`src/rtl/qpsk_symbol_framer.sv`:
```
// Frame builder (preamble, sync, length, payload, CRC-8) emitting 2-bit symbols; symbols update one cycle after mod_req.
// Backpressure: one-entry byte holding register, s_ready only while it is empty and bytes remain to fetch.
module qpsk_symbol_framer #(
  parameter int          PREAMBLE_SYMS = 32,
  parameter logic [15:0] SYNC_WORD     = 16'hD391
) (
  input  logic       clk,
  input  logic       reset_n,
  input  logic       tx_start,
  input  logic [7:0] tx_len,
  input  logic [7:0] s_data,
  input  logic       s_valid,
  output logic       s_ready,
  input  logic       mod_req,
  output logic [1:0] symbol_out,
  output logic       symbol_en,
  output logic       busy,
  output logic       frame_done,
  output logic       underrun
);

  typedef enum logic [2:0] {IDLE, ARMED, PREAMBLE, SYNC, LEN, PAYLOAD, CRC} state_t;

  localparam logic [15:0] PRE_LAST = 16'(PREAMBLE_SYMS - 1);

  state_t      state_q, state_d;
  logic [7:0]  len_q, len_d;
  logic [7:0]  fetch_left, fetch_d;
  logic [7:0]  send_left, send_d;
  logic [15:0] cnt_q, cnt_d;
  logic [15:0] shreg_q, shreg_d;
  logic [7:0]  hold_q, hold_d;
  logic        hold_full, full_d;
  logic [7:0]  crc_q, crc_d;
  logic [1:0]  sym_d;
  logic        en_d, busy_d, done_d, under_d;
  logic        hs, byte_end, need_byte;

  function automatic logic [7:0] crc8_byte(input logic [7:0] crc, input logic [7:0] d);
    logic [7:0] c;
    c = crc ^ d;
    for (int i = 0; i < 8; i++)
      c = c[7] ? ({c[6:0], 1'b0} ^ 8'h07) : {c[6:0], 1'b0};
    return c;
  endfunction

  assign s_ready   = !hold_full && (fetch_left != 8'd0) && (state_q != IDLE) && (state_q != CRC);
  assign hs        = s_valid && s_ready;
  assign byte_end  = (cnt_q == 16'd3);
  // A new payload byte is due at the end of the length byte or of any payload byte but the last.
  assign need_byte = byte_end && (((state_q == LEN) && (len_q != 8'd0)) ||
                                  ((state_q == PAYLOAD) && (send_left != 8'd0)));

  always_ff @(posedge clk) begin
    if (!reset_n) state_q <= IDLE;
    else          state_q <= state_d;
  end

  always_comb begin
    state_d = state_q;
    case (state_q)
      IDLE:     if (tx_start) state_d = ARMED;
      ARMED:    if (mod_req) state_d = PREAMBLE;
      PREAMBLE: if (mod_req && cnt_q == PRE_LAST) state_d = SYNC;
      SYNC:     if (mod_req && cnt_q == 16'd7) state_d = LEN;
      LEN, PAYLOAD:
        if (mod_req && byte_end) begin
          if (!need_byte)     state_d = CRC;
          else if (hold_full) state_d = PAYLOAD;
          else                state_d = IDLE;
        end
      CRC:      if (mod_req && byte_end) state_d = IDLE;
      default:  state_d = IDLE;
    endcase
  end

  always_comb begin
    len_d   = len_q;
    fetch_d = fetch_left;
    send_d  = send_left;
    cnt_d   = cnt_q;
    shreg_d = shreg_q;
    hold_d  = hold_q;
    full_d  = hold_full;
    crc_d   = crc_q;
    sym_d   = symbol_out;
    en_d    = symbol_en;
    busy_d  = busy;
    done_d  = 1'b0;
    under_d = 1'b0;
    if (hs) begin
      hold_d  = s_data;
      full_d  = 1'b1;
      fetch_d = fetch_left - 8'd1;
    end
    case (state_q)
      IDLE:
        if (tx_start) begin
          len_d   = tx_len;
          fetch_d = tx_len;
          crc_d   = 8'h00;
          busy_d  = 1'b1;
          cnt_d   = 16'd0;
          full_d  = 1'b0;
        end
      ARMED:
        if (mod_req) begin
          sym_d = 2'b00;
          en_d  = 1'b1;
          cnt_d = 16'd0;
        end
      PREAMBLE:
        if (mod_req) begin
          if (cnt_q == PRE_LAST) begin
            sym_d   = SYNC_WORD[15:14];
            shreg_d = {SYNC_WORD[13:0], 2'b00};
            cnt_d   = 16'd0;
          end else begin
            sym_d = cnt_q[0] ? 2'b00 : 2'b10;
            cnt_d = cnt_q + 16'd1;
          end
        end
      SYNC:
        if (mod_req) begin
          if (cnt_q == 16'd7) begin
            sym_d   = len_q[7:6];
            shreg_d = {len_q[5:0], 10'd0};
            crc_d   = crc8_byte(crc_q, len_q);
            cnt_d   = 16'd0;
          end else begin
            sym_d   = shreg_q[15:14];
            shreg_d = {shreg_q[13:0], 2'b00};
            cnt_d   = cnt_q + 16'd1;
          end
        end
      LEN, PAYLOAD:
        if (mod_req) begin
          if (!byte_end) begin
            sym_d   = shreg_q[15:14];
            shreg_d = {shreg_q[13:0], 2'b00};
            cnt_d   = cnt_q + 16'd1;
          end else if (!need_byte) begin
            // CRC already includes every byte, folded as each left the holding register.
            sym_d   = crc_q[7:6];
            shreg_d = {crc_q[5:0], 10'd0};
            cnt_d   = 16'd0;
          end else if (hold_full) begin
            sym_d   = hold_q[7:6];
            shreg_d = {hold_q[5:0], 10'd0};
            crc_d   = crc8_byte(crc_q, hold_q);
            full_d  = 1'b0;
            send_d  = (state_q == LEN) ? (len_q - 8'd1) : (send_left - 8'd1);
            cnt_d   = 16'd0;
          end else begin
            sym_d   = 2'b00;
            en_d    = 1'b0;
            busy_d  = 1'b0;
            under_d = 1'b1;
            full_d  = 1'b0;
          end
        end
      CRC:
        if (mod_req) begin
          if (byte_end) begin
            sym_d  = 2'b00;
            en_d   = 1'b0;
            busy_d = 1'b0;
            done_d = 1'b1;
          end else begin
            sym_d   = shreg_q[15:14];
            shreg_d = {shreg_q[13:0], 2'b00};
            cnt_d   = cnt_q + 16'd1;
          end
        end
      default: ;
    endcase
  end

  always_ff @(posedge clk) begin
    if (!reset_n) begin
      len_q      <= 8'd0;
      fetch_left <= 8'd0;
      send_left  <= 8'd0;
      cnt_q      <= 16'd0;
      shreg_q    <= 16'd0;
      hold_q     <= 8'd0;
      hold_full  <= 1'b0;
      crc_q      <= 8'd0;
      symbol_out <= 2'b00;
      symbol_en  <= 1'b0;
      busy       <= 1'b0;
      frame_done <= 1'b0;
      underrun   <= 1'b0;
    end else begin
      len_q      <= len_d;
      fetch_left <= fetch_d;
      send_left  <= send_d;
      cnt_q      <= cnt_d;
      shreg_q    <= shreg_d;
      hold_q     <= hold_d;
      hold_full  <= full_d;
      crc_q      <= crc_d;
      symbol_out <= sym_d;
      symbol_en  <= en_d;
      busy       <= busy_d;
      frame_done <= done_d;
      underrun   <= under_d;
    end
  end

endmodule

```
`config.mk`:
```
export PLATFORM = sky130hd
export DESIGN_NAME = qpsk_symbol_framer
export DESIGN_NICKNAME = d
export VERILOG_FILES = /design/src/rtl/qpsk_symbol_framer.sv
export SDC_FILE = /design/constraint.sdc
export NUM_CORES = 1
export LEC_CHECK = 0
export BUFFER_PORTS_ARGS = -buffer_cell sky130_fd_sc_hd__buf_2
export CORE_AREA = 2 2 100 102
export DETAILED_ROUTE_END_ITERATION = 12
export DIE_AREA = 0 0 102 104
export PLACE_DENSITY = 0.74
export SYNTH_ARGS = -nofsm -noshare
export SYNTH_HDL_FRONTEND = slang
export SYNTH_SLANG_ARGS = --single-unit
```
`constraint.sdc`:
```
create_clock -name clk -period 3.8 [get_ports clk]
set_input_delay 0.19 -clock clk [delete_from_list [all_inputs] [get_ports clk]]
set_output_delay 0.19 -clock clk [all_outputs]
set_load 0.03 [all_outputs]
```
==> summary.md, run 1 <==
| Metric | Value |
|---|---|
| Status | finished, final reports clean |
| Pin count of the biggest net entering global routing | 43 |
| Slew HR | 39.9% |
| YS warnings | 0 |
| Final Skew | 0.00877 ns |
| Initial Util | between 40% and 50% |
| Num ports | 28 |
| First-pass GRT wire length | 20600 um |
| Initial antenna violation count | 0 |
| PwrDens | 773 nW/um^2 |
| Core area | between 9000 and 10000 sq um |
| Worst-Margin Slew | 0.894 ns |
| Top FF cell, synth | dfxtp_1 |
| Post-route core utilization | 52.5% |
| Logic pwr share | a little over half |
| Setup Buffers After CTS | 0 |
| Switching part of the total | 45.9% |
| CTS Hold Bufs | 0 |
| Power share of the clock group | 14.5% |
| CTS Root Cell | clkbuf_8 |
| Clk sink count | between 70 and 80 |
| CP Launch Type | flip-flop |
| Worst Hold Slack | around 0.057 ns |
| Finish-stage setup viols | 0 |
| Post-cts repair resize count | 0 |
| Total Neg Setup Slack | 0 ns |
| Synthesized cell area | 4670 sq um |
| EDFF count, synth | 0 |
| Place WS | around 0.81 ns |
| DP HPWL | between 8000 and 9000 um |
| Crit path launch | cnt_q[0] |
| IO buf count | 27 |
| Antenna cells | 0 |
| Drt pass-1 iters | 5 |
| Vias/cell | 6.07 |
| Max frequency | about 330 MHz |
| Skew-Pair Late Insertion Delay | ~0.36 ns |
| WL/cell | 16.5 um |
| Hold wc startpoint | s_data[3] |
| Clk buf depth | 2 |
| CP required | between 4 and 5 ns |
| Nets@finish | 626 |
| Setup CP Type | reg2reg |
| Buf+Inv Stages, Crit Path | 0 |
| Synth-to-layout area growth | 7.46% |
| Seq/Total Area, Yosys | 32.6% |
| Crit-path max FO | 18 |
| R2R Path Start | cnt_q[0] |
| Max stage delay on crit path | 0.57 ns |
| Hold Crit Class | in2reg |
| Final ANT Viol Nets | 0 |
| Asr flop ratio synth | 0% |
| Synth Area per Inst | 7.80 sq um |
| Crit end category | flip-flop |
| Total gr overflow | 0 |
| Final WS setup | 0.752 ns |
| Routed WL | 12200 um |
| Die H | roughly 100 um |
| Reg clk slew, reported paths | 0.08 ns |
| DIE WIDTH | 102 um |
| Top Family by Delay on Critical Path | simple AND/OR/NAND/NOR gates |
| P_int | about 2.1 mW |
| Worst-path cell chain | ha_1 -> nor4b_1 -> nand4_1 -> a311oi_1 -> or2_1 -> nor2_1 -> o311ai_0 |
| DIE AREA | 10600 sq um |
| Crit path DAT | 3.30 ns |
| Register bit total from synthesis | 76 |
| Num rows | 36 |
| Share of layout cells above drive strength 1 | 11.4% |
| Static leakage | 1.77 nW |
| Max-cap violations | 0 |
| Final period util | 80.2% |
| Via Count | roughly 4500 |
| Yosys cell types | 66 |
| Max VDD drop | between 0.5 and 0.6 mV |
| TritonCTS buffer count | 9 |
| Slowest stage cell, crit path | a311oi_1 |
| Tmin final | approximately 3.0 ns |
| Post-Syn Nets | slightly above 600 |
| NetSw | roughly 1.8 mW |
| Placer Congestion | around 0.95 |
| CTS tree | yes |
| Initial DRC Count | 453 |
| Fin. max-slew vios | 0 |
| H-tree depth | 3 |
| Final hold viol count | 0 |
| Register share of total power | 31.7% |
| Post-Synthesis Cells | about 600 |
| RSZ-0062 raised after global routing | no |
| # DRC | 0 |
| Vias in the first global route | about 4200 |
| Tot GR Track Use | 24.0% |
-- flip-flops by register name, indices dropped and copies added (netlist names) --
signal      flops
state_q         3
hold_full       1
cnt_q          16
send_left       8
symbol_out      2
fetch_left      8
busy            1
symbol_en       1
frame_done      1
hold_q          8
crc_q           8
underrun        1
len_q           8
shreg_q        10
-- tightest hold or removal path: stages --
cell	delay [ns]
buf_2	0.09
nand2_1	0.04
a21oi_1	0.05
-- power groups by stage --
stage | logic (mW) | clock network, mW | registers, mW
6_report | 2.09 | 0.562 | 1.23
5_1_grt | 2.32 | 0.602 | 1.25
4_1_cts | 2.07 | 0.568 | 1.22
3_5_place_dp | 2.06 | 0 | 1.24
3_3_place_gp | 2.02 | 0 | 1.23
2_1_floorplan | 1.79 | 0 | 1.12
-- layout by cell type (no fill, tap or decap), drive strengths merged, types with 5 or more instances in the layout --
cell type,count
xnor2,39
buf,36
o21ai,38
o2111ai,5
a21oi,54
and3,6
or4,9
o22ai,5
mux2i,6
a31oi,9
nor4,10
dfxtp,76
or3,6
nand2,85
and2,5
nor2,36
o221ai,7
nand4,7
clkbuf,10
o211a,7
a221oi,7
inv,13
xor2,14
nor3,18
nand3,19
a211oi,6
-- kinds of logic (layout without fill, tap and decap cells) --
kind of cell	after synthesis	after routing	share of synthesized area, %
multiplexers	9	9	2.01
XOR/XNOR	54	54	10.4
flip-flops	76	76	32.6
AND/OR/NAND/NOR	225	225	24.3
adder cells (fa/ha/maj)	3	3	0.805
AO/OA/AOI/OAI	176	176	24.9
buffers and inverters	55	62	4.93
-- stage by stage --
step | cell area [sq um] | std cells | total power [mW]
floorplan | 4670 | 598 | 2.92
global placement | 4850 | 724 | 3.25
detailed placement | 4850 | 724 | 3.30
CTS | 5010 | 738 | 3.86
global route | 5010 | 738 | 4.17
finish | 5010 | 738 | 3.88
-- routing by layer --
metal  GRT usage [%]  vias up  share of wire (%)
li1                -     2193                  -
met1            32.8     2088                 45
met2            37.4      171                 46
met3            4.30       29                6.5
met4            9.14        0                2.3
met5               0        -                  0
-- cells in the mapped netlist (all sizes together) (9+ instances only) --
library cell / count / area share [%]
nand3: 19 / 2.0
nor3: 18 / 2.2
xnor2: 39 / 7.3
nand2: 85 / 6.8
o21ai: 38 / 4.1
nor2: 36 / 3.0
a21oi: 54 / 5.8
buf: 9 / 1.2
or4: 9 / 1.6
clkbuf: 34 / 2.7
inv: 12 / 0.97
nor4: 10 / 1.6
a31oi: 9 / 1.2
dfxtp: 76 / 33
xor2: 14 / 2.6
-- path summary, 6_finish.rpt --
path          endpoint  slack [ns]  depth (start not counted)
max          cnt_q[14]        0.75                          7
min          hold_q[3]        0.06                          3
max reg2reg  cnt_q[14]        0.75                          7
min reg2reg       busy        0.47                          2
-- layout make-up --
type	instances	area, sq um
Clock buffer	10	138
Multi-Input combinational cell	467	2910
Sequential cell	76	1520
Inverter	12	45.0
Clock inverter	4	26.3
Tap cell	133	166
Fill cell	951	4540
Timing Repair Buffer	36	203
(Power assumes the default switching activity.)
==> inputs of run 2 (changes only) <==
==> constraint.sdc (replaced) <==
create_clock -name clk -period 3 [get_ports clk]
set_input_delay 0.15 -clock clk [delete_from_list [all_inputs] [get_ports clk]]
set_output_delay 0.15 -clock clk [all_outputs]
set_load 0.03 [all_outputs]
==> summary.md, run 2 (synthesis gave the netlist of run 1 again) <==
| Metric | Value |
|---|---|
| Final period util | approximately nine tenths |
| CP required | between 3 and 4 ns |
| Final ANT Viol Nets | 0 |
| Placement Cell Area | 5010 sq um |
| Setup CP Type | reg2reg |
| Max frequency | between 300 and 400 MHz |
| RSZ-0062 raised after global routing | no |
| Antenna cells | 0 |
| Max FFs per register | 16 |
| Clk sink count | 76 |
| Nets@finish | approximately 650 |
| Biggest regs | cnt_q (16), shreg_q (10) |
| Placer Congestion | approximately 0.95 |
| WL/cell | roughly 17 um |
| Crit-path max FO | 6 |
| Total power draw | about 5.4 mW |
| Reg clk slew, reported paths | 0.09 ns |
| Hold Crit Class | in2reg |
| Most common cell after layout, fill and taps aside | nand2_1 |
| Tmin final | 2.69 ns |
| Post-route core utilization | 55.1% |
| Max VDD drop | 0.617 mV |
| Post-Layout Cell Count | 761 |
| CTS Root Cell | clkbuf_8 |
| Pin count of the biggest net entering global routing | 43 |
| Dpl cells | 745 |
| Power share of the clock group | 18.1% |
| Fin. max-slew vios | 0 |
| Via Count | 4587 |
| # DRC | 0 |
| Skew-Pair Late Insertion Delay | between 0.3 and 0.4 ns |
| Final hold viol count | 0 |
| Switching part of the total | 43.7% |
| DP HPWL | about 9000 um |
| Num ports | 28 |
| Top reg by flops | cnt_q |
| Share of layout cells above drive strength 1 | 15.1% |
| CTS tree | yes |
| PwrDens | between 1000 and 1500 nW/um^2 |
| P_int | 3.03 mW |
| Initial Util | 48.9% |
| First-pass GRT wire length | approximately 21000 um |
| Tot GR Track Use | 25.0% |
| Design area | 5270 sq um |
| Worst-path cell chain | nor4_2 -> nand4_1 -> buf_4 -> or4_1 -> nor2_1 -> nand3_1 -> a31oi_1 |
| Static leakage | between 1.5 and 2 nW |
| Register share of total power | 27.9% |
| H-tree depth | 3 |
| Crit end category | flip-flop |
| Commonest cells after routing, fill and taps aside | nand2_1, dfxtp_1, a21oi_1 |
| Crit path DAT | 2.97 ns |
| Total Neg Setup Slack | 0 ns |
| Core area | 9550 sq um |
| Worst Hold Slack | 0.0139 ns |
| Max stage delay on crit path | 0.63 ns |
| Worst-Margin Slew | just over 0.6 ns |
| Slowest stage cell, crit path | or4_1 |
| Finish-stage setup viols | 0 |
| IO buf count | 27 |
| TritonCTS buffer count | 9 |
| DIE AREA | 10600 sq um |
| Initial DRC Count | 369 |
| Logic pwr share | 54.0% |
| DIE WIDTH | 102 um |
| Vias/cell | ~6.0 |
| Clk buf depth | 2 |
| Synth-to-layout area growth | 12.8% |
| Final Skew | 0.0170 ns |
| Slew HR | 58.5% |
| Vias in the first global route | 4372 |
| Place WS | slightly below 0.3 ns |
| CP Launch Type | flip-flop |
| Drt pass-1 iters | 5 |
| NetSw | 2.35 mW |
| Max-cap violations | 0 |
| Status | finished, final reports clean |
| Initial antenna violation count | 0 |
| Num rows | 36 |
| Final WS setup | 0.307 ns |
| Total gr overflow | 0 |
| Routed WL | 12600 um |
| Die H | between 100 and 150 um |
run 2: layout make-up:
type	instances	area, sq um
Fill cell	914	4280
Multi-Input combinational cell	467	2930
Sequential cell	76	1520
Timing Repair Buffer	57	360
Tap cell	133	166
Clock buffer	9	124
Clock inverter	7	120
Inverter	12	45.0
run 2: timing repair:
action / 4_1_cts / 5_1_grt
setup endpoints to repair: 0 / 13
hold buffers: 0 / 0
setup buffers: 0 / 0
resized for setup: 0 / 3
run 2: per-layer routing:
layer / vias to the layer above / track usage [%] / wire [um]
met5: - / 0 / 0
met4: 0 / 9.71 / 275
met3: 22 / 4.57 / 949
met2: 195 / 40.1 / 6040
met1: 2136 / 33.1 / 5370
li1: 2234 / - / -
run 2: power groups by stage:
| stage | Combinational (mW) | Sequential [mW] | Clock [mW] |
|---|---|---|---|
| 2_1_floorplan | 2.27 | 1.42 | 0 |
| 3_3_place_gp | 2.79 | 1.51 | 0 |
| 3_5_place_dp | 2.85 | 1.52 | 0 |
| 4_1_cts | 2.87 | 1.50 | 0.983 |
| 5_1_grt | 3.20 | 1.54 | 1.03 |
| 6_report | 2.91 | 1.50 | 0.974 |
run 2: final timing paths:
check            endpoint  slack, ns  startpoint  cells past startpoint
max          send_left[4]       0.31    cnt_q[5]                      7
min             hold_q[3]       0.01   s_data[3]                      3
max reg2reg  send_left[4]       0.31    cnt_q[5]                      7
min reg2reg      cnt_q[1]       0.48    cnt_q[1]                      2
run 2: worst max-delay path, delay by kind of cell (launching register included):
family | cells | cell delay, ns
AO/OA/AOI/OAI | 1 | 0.19
buffers and inverters | 1 | 0.26
flip-flops | 1 | 0.37
AND/OR/NAND/NOR | 5 | 1.77
==> inputs of run 3 (changes only) <==
--- a/config.mk
+++ b/config.mk
@@ -6,10 +6,10 @@
 export NUM_CORES = 1
 export LEC_CHECK = 0
 export BUFFER_PORTS_ARGS = -buffer_cell sky130_fd_sc_hd__buf_2
-export CORE_AREA = 2 2 100 102
+export CORE_AREA = 2 2 92 94
 export DETAILED_ROUTE_END_ITERATION = 12
-export DIE_AREA = 0 0 102 104
-export PLACE_DENSITY = 0.74
+export DIE_AREA = 0 0 94 96
+export PLACE_DENSITY = 0.84
 export SYNTH_ARGS = -nofsm -noshare
 export SYNTH_HDL_FRONTEND = slang
 export SYNTH_SLANG_ARGS = --single-unit
==> summary.md, run 3 (synthesis gave the netlist of run 1 again) <==
| Metric | Value |
|---|---|
| Drt pass-1 iters | 6 |
| # DRC | 0 |
| Commonest cells after routing, fill and taps aside | nand2_1, dfxtp_1, a21oi_1 |
| Top Family by Delay on Critical Path | simple AND/OR/NAND/NOR gates |
| Total gr overflow | 0 |
| Worst-Margin Slew | 0.701 ns |
| Final Skew | 0.00905 ns |
| CP Launch Type | flip-flop |
| Max VDD drop | 0.754 mV |
| Vias in the first global route | 4328 |
| Worst-path cell chain | ha_1 -> nor4bb_1 -> nand4_1 -> a31oi_2 -> nand2_1 -> o21ai_1 -> nor2_1 |
| Status | finished, final reports clean |
| Initial antenna violation count | 0 |
| Crit end category | flip-flop |
| First-pass GRT wire length | between 20000 and 25000 um |
| IO buf count | 27 |
| Antenna cells | 0 |
| DIE AREA | roughly 9000 sq um |
| PwrDens | 1030 nW/um^2 |
| Top reg by flops | cnt_q |
| Final hold viol count | 0 |
| Via Count | 4735 |
| DP HPWL | approximately 9000 um |
| Initial DRC Count | approximately 480 |
| Max frequency | 351 MHz |
| H-tree depth | 3 |
| Biggest regs | cnt_q (16), shreg_q (10) |
| Tmin final | roughly 2.8 ns |
| Max stage delay on crit path | 0.51 ns |
| Max FFs per register | 16 |
| Max-cap violations | 0 |
| Setup CP Type | reg2reg |
| Placer Congestion | 0.975 |
| Synth-to-layout area growth | 10.4% |
| Pin count of the biggest net entering global routing | between 40 and 50 |
| CTS Root Cell | clkbuf_8 |
| DIE WIDTH | 94 um |
| CTS tree | yes |
| Placement Cell Area | roughly 4900 sq um |
| Fin. max-slew vios | 0 |
| Clk buf depth | 2 |
| Final period util | 94.9% |
| Design area | 5150 sq um |
| Vias/cell | 6.54 |
| Slowest stage cell, crit path | nor4bb_1 |
| Nets@finish | 638 |
| TritonCTS buffer count | 9 |
| CTS Hold Bufs | 0 |
| CP required | between 3 and 4 ns |
| Num ports | 28 |
| Finish-stage setup viols | 0 |
| Buf+Inv Stages, Crit Path | 0 |
| Slew HR | 52.8% |
| Share of layout cells above drive strength 1 | 13.9% |
| Total power draw | 5.31 mW |
| Reg clk slew, reported paths | 0.08 ns |
| Skew-Pair Late Insertion Delay | ~0.35 ns |
| Total Neg Setup Slack | 0 ns |
| WL/cell | 17.8 um |
| Routed WL | 12900 um |
| Worst Hold Slack | between 0.03 and 0.04 ns |
| Clk sink count | 76 |
| Core area | about 8000 sq um |
| Crit-path max FO | 9 |
| Final ANT Viol Nets | 0 |
| Tot GR Track Use | between 20 and 30% |
| Initial Util | 57.9% |
| Crit path DAT | 3.07 ns |
| Die H | 96 um |
| Num rows | 33 |
| Hold Crit Class | in2reg |
| Most common cell after layout, fill and taps aside | nand2_1 |
| Static leakage | 1.86 nW |
==> run 3: path summary, 6_finish.rpt <==
check	endpoint	depth (start not counted)	from	slack, ns
worst max-delay path	cnt_q[10]	7	cnt_q[0]	0.15
worst min-delay path	hold_q[5]	3	s_data[5]	0.03
worst max register to register	cnt_q[10]	7	cnt_q[0]	0.15
worst min register to register	busy	2	busy	0.48
==> run 3: layer usage <==
| layer | vias to the layer above | global-route usage (%) | wire length (um) |
|---|---|---|---|
| met5 | - | 0 | 0 |
| met4 | 0 | 11.1 | 384 |
| met3 | 43 | 5.17 | 1090 |
| met2 | 282 | 48.8 | 6120 |
| met1 | 2185 | 38.8 | 5300 |
| li1 | 2225 | - | - |
==> run 3: final cells by class <==
class                      count  area (sq um)
clock buffer                   9           124
clock inverter                 7           115
fill                         699          2900
inverter                      12          45.0
multi-input combinational    467          2920
sequential                    76          1520
tap                          105           131
timing repair buffer          48           293
==> run 3: per-stage QoR <==
stage	cells	setup slack [ns]	util, %
after CTS	724	0.144	63.9
after floorplan	598	0.285	-
after global placement	708	0.427	60.9
final	724	0.154	64.0
after detailed placement	708	0.226	60.9
after global routing	724	-0.0157	64.0
==> run 3: what timing repair did <==
action,4_1_cts,5_1_grt
setup buffers,0,0
resized for setup,0,3
setup endpoints to repair,0,8
==> run 3: power breakdown <==
part	switching [mW]	internal, mW
Combinational	1.65	1.18
Clock	0.397	0.549
Sequential	0.295	1.23
==> run 3: worst register-to-register path, cell delays in order, from the launching register on <==
cell and delay [ns]:
dfxtp_1 0.41, ha_1 0.25, nor4bb_1 0.51, nand4_1 0.33
a31oi_2 0.44, nand2_1 0.28, o21ai_1 0.41, nor2_1 0.10
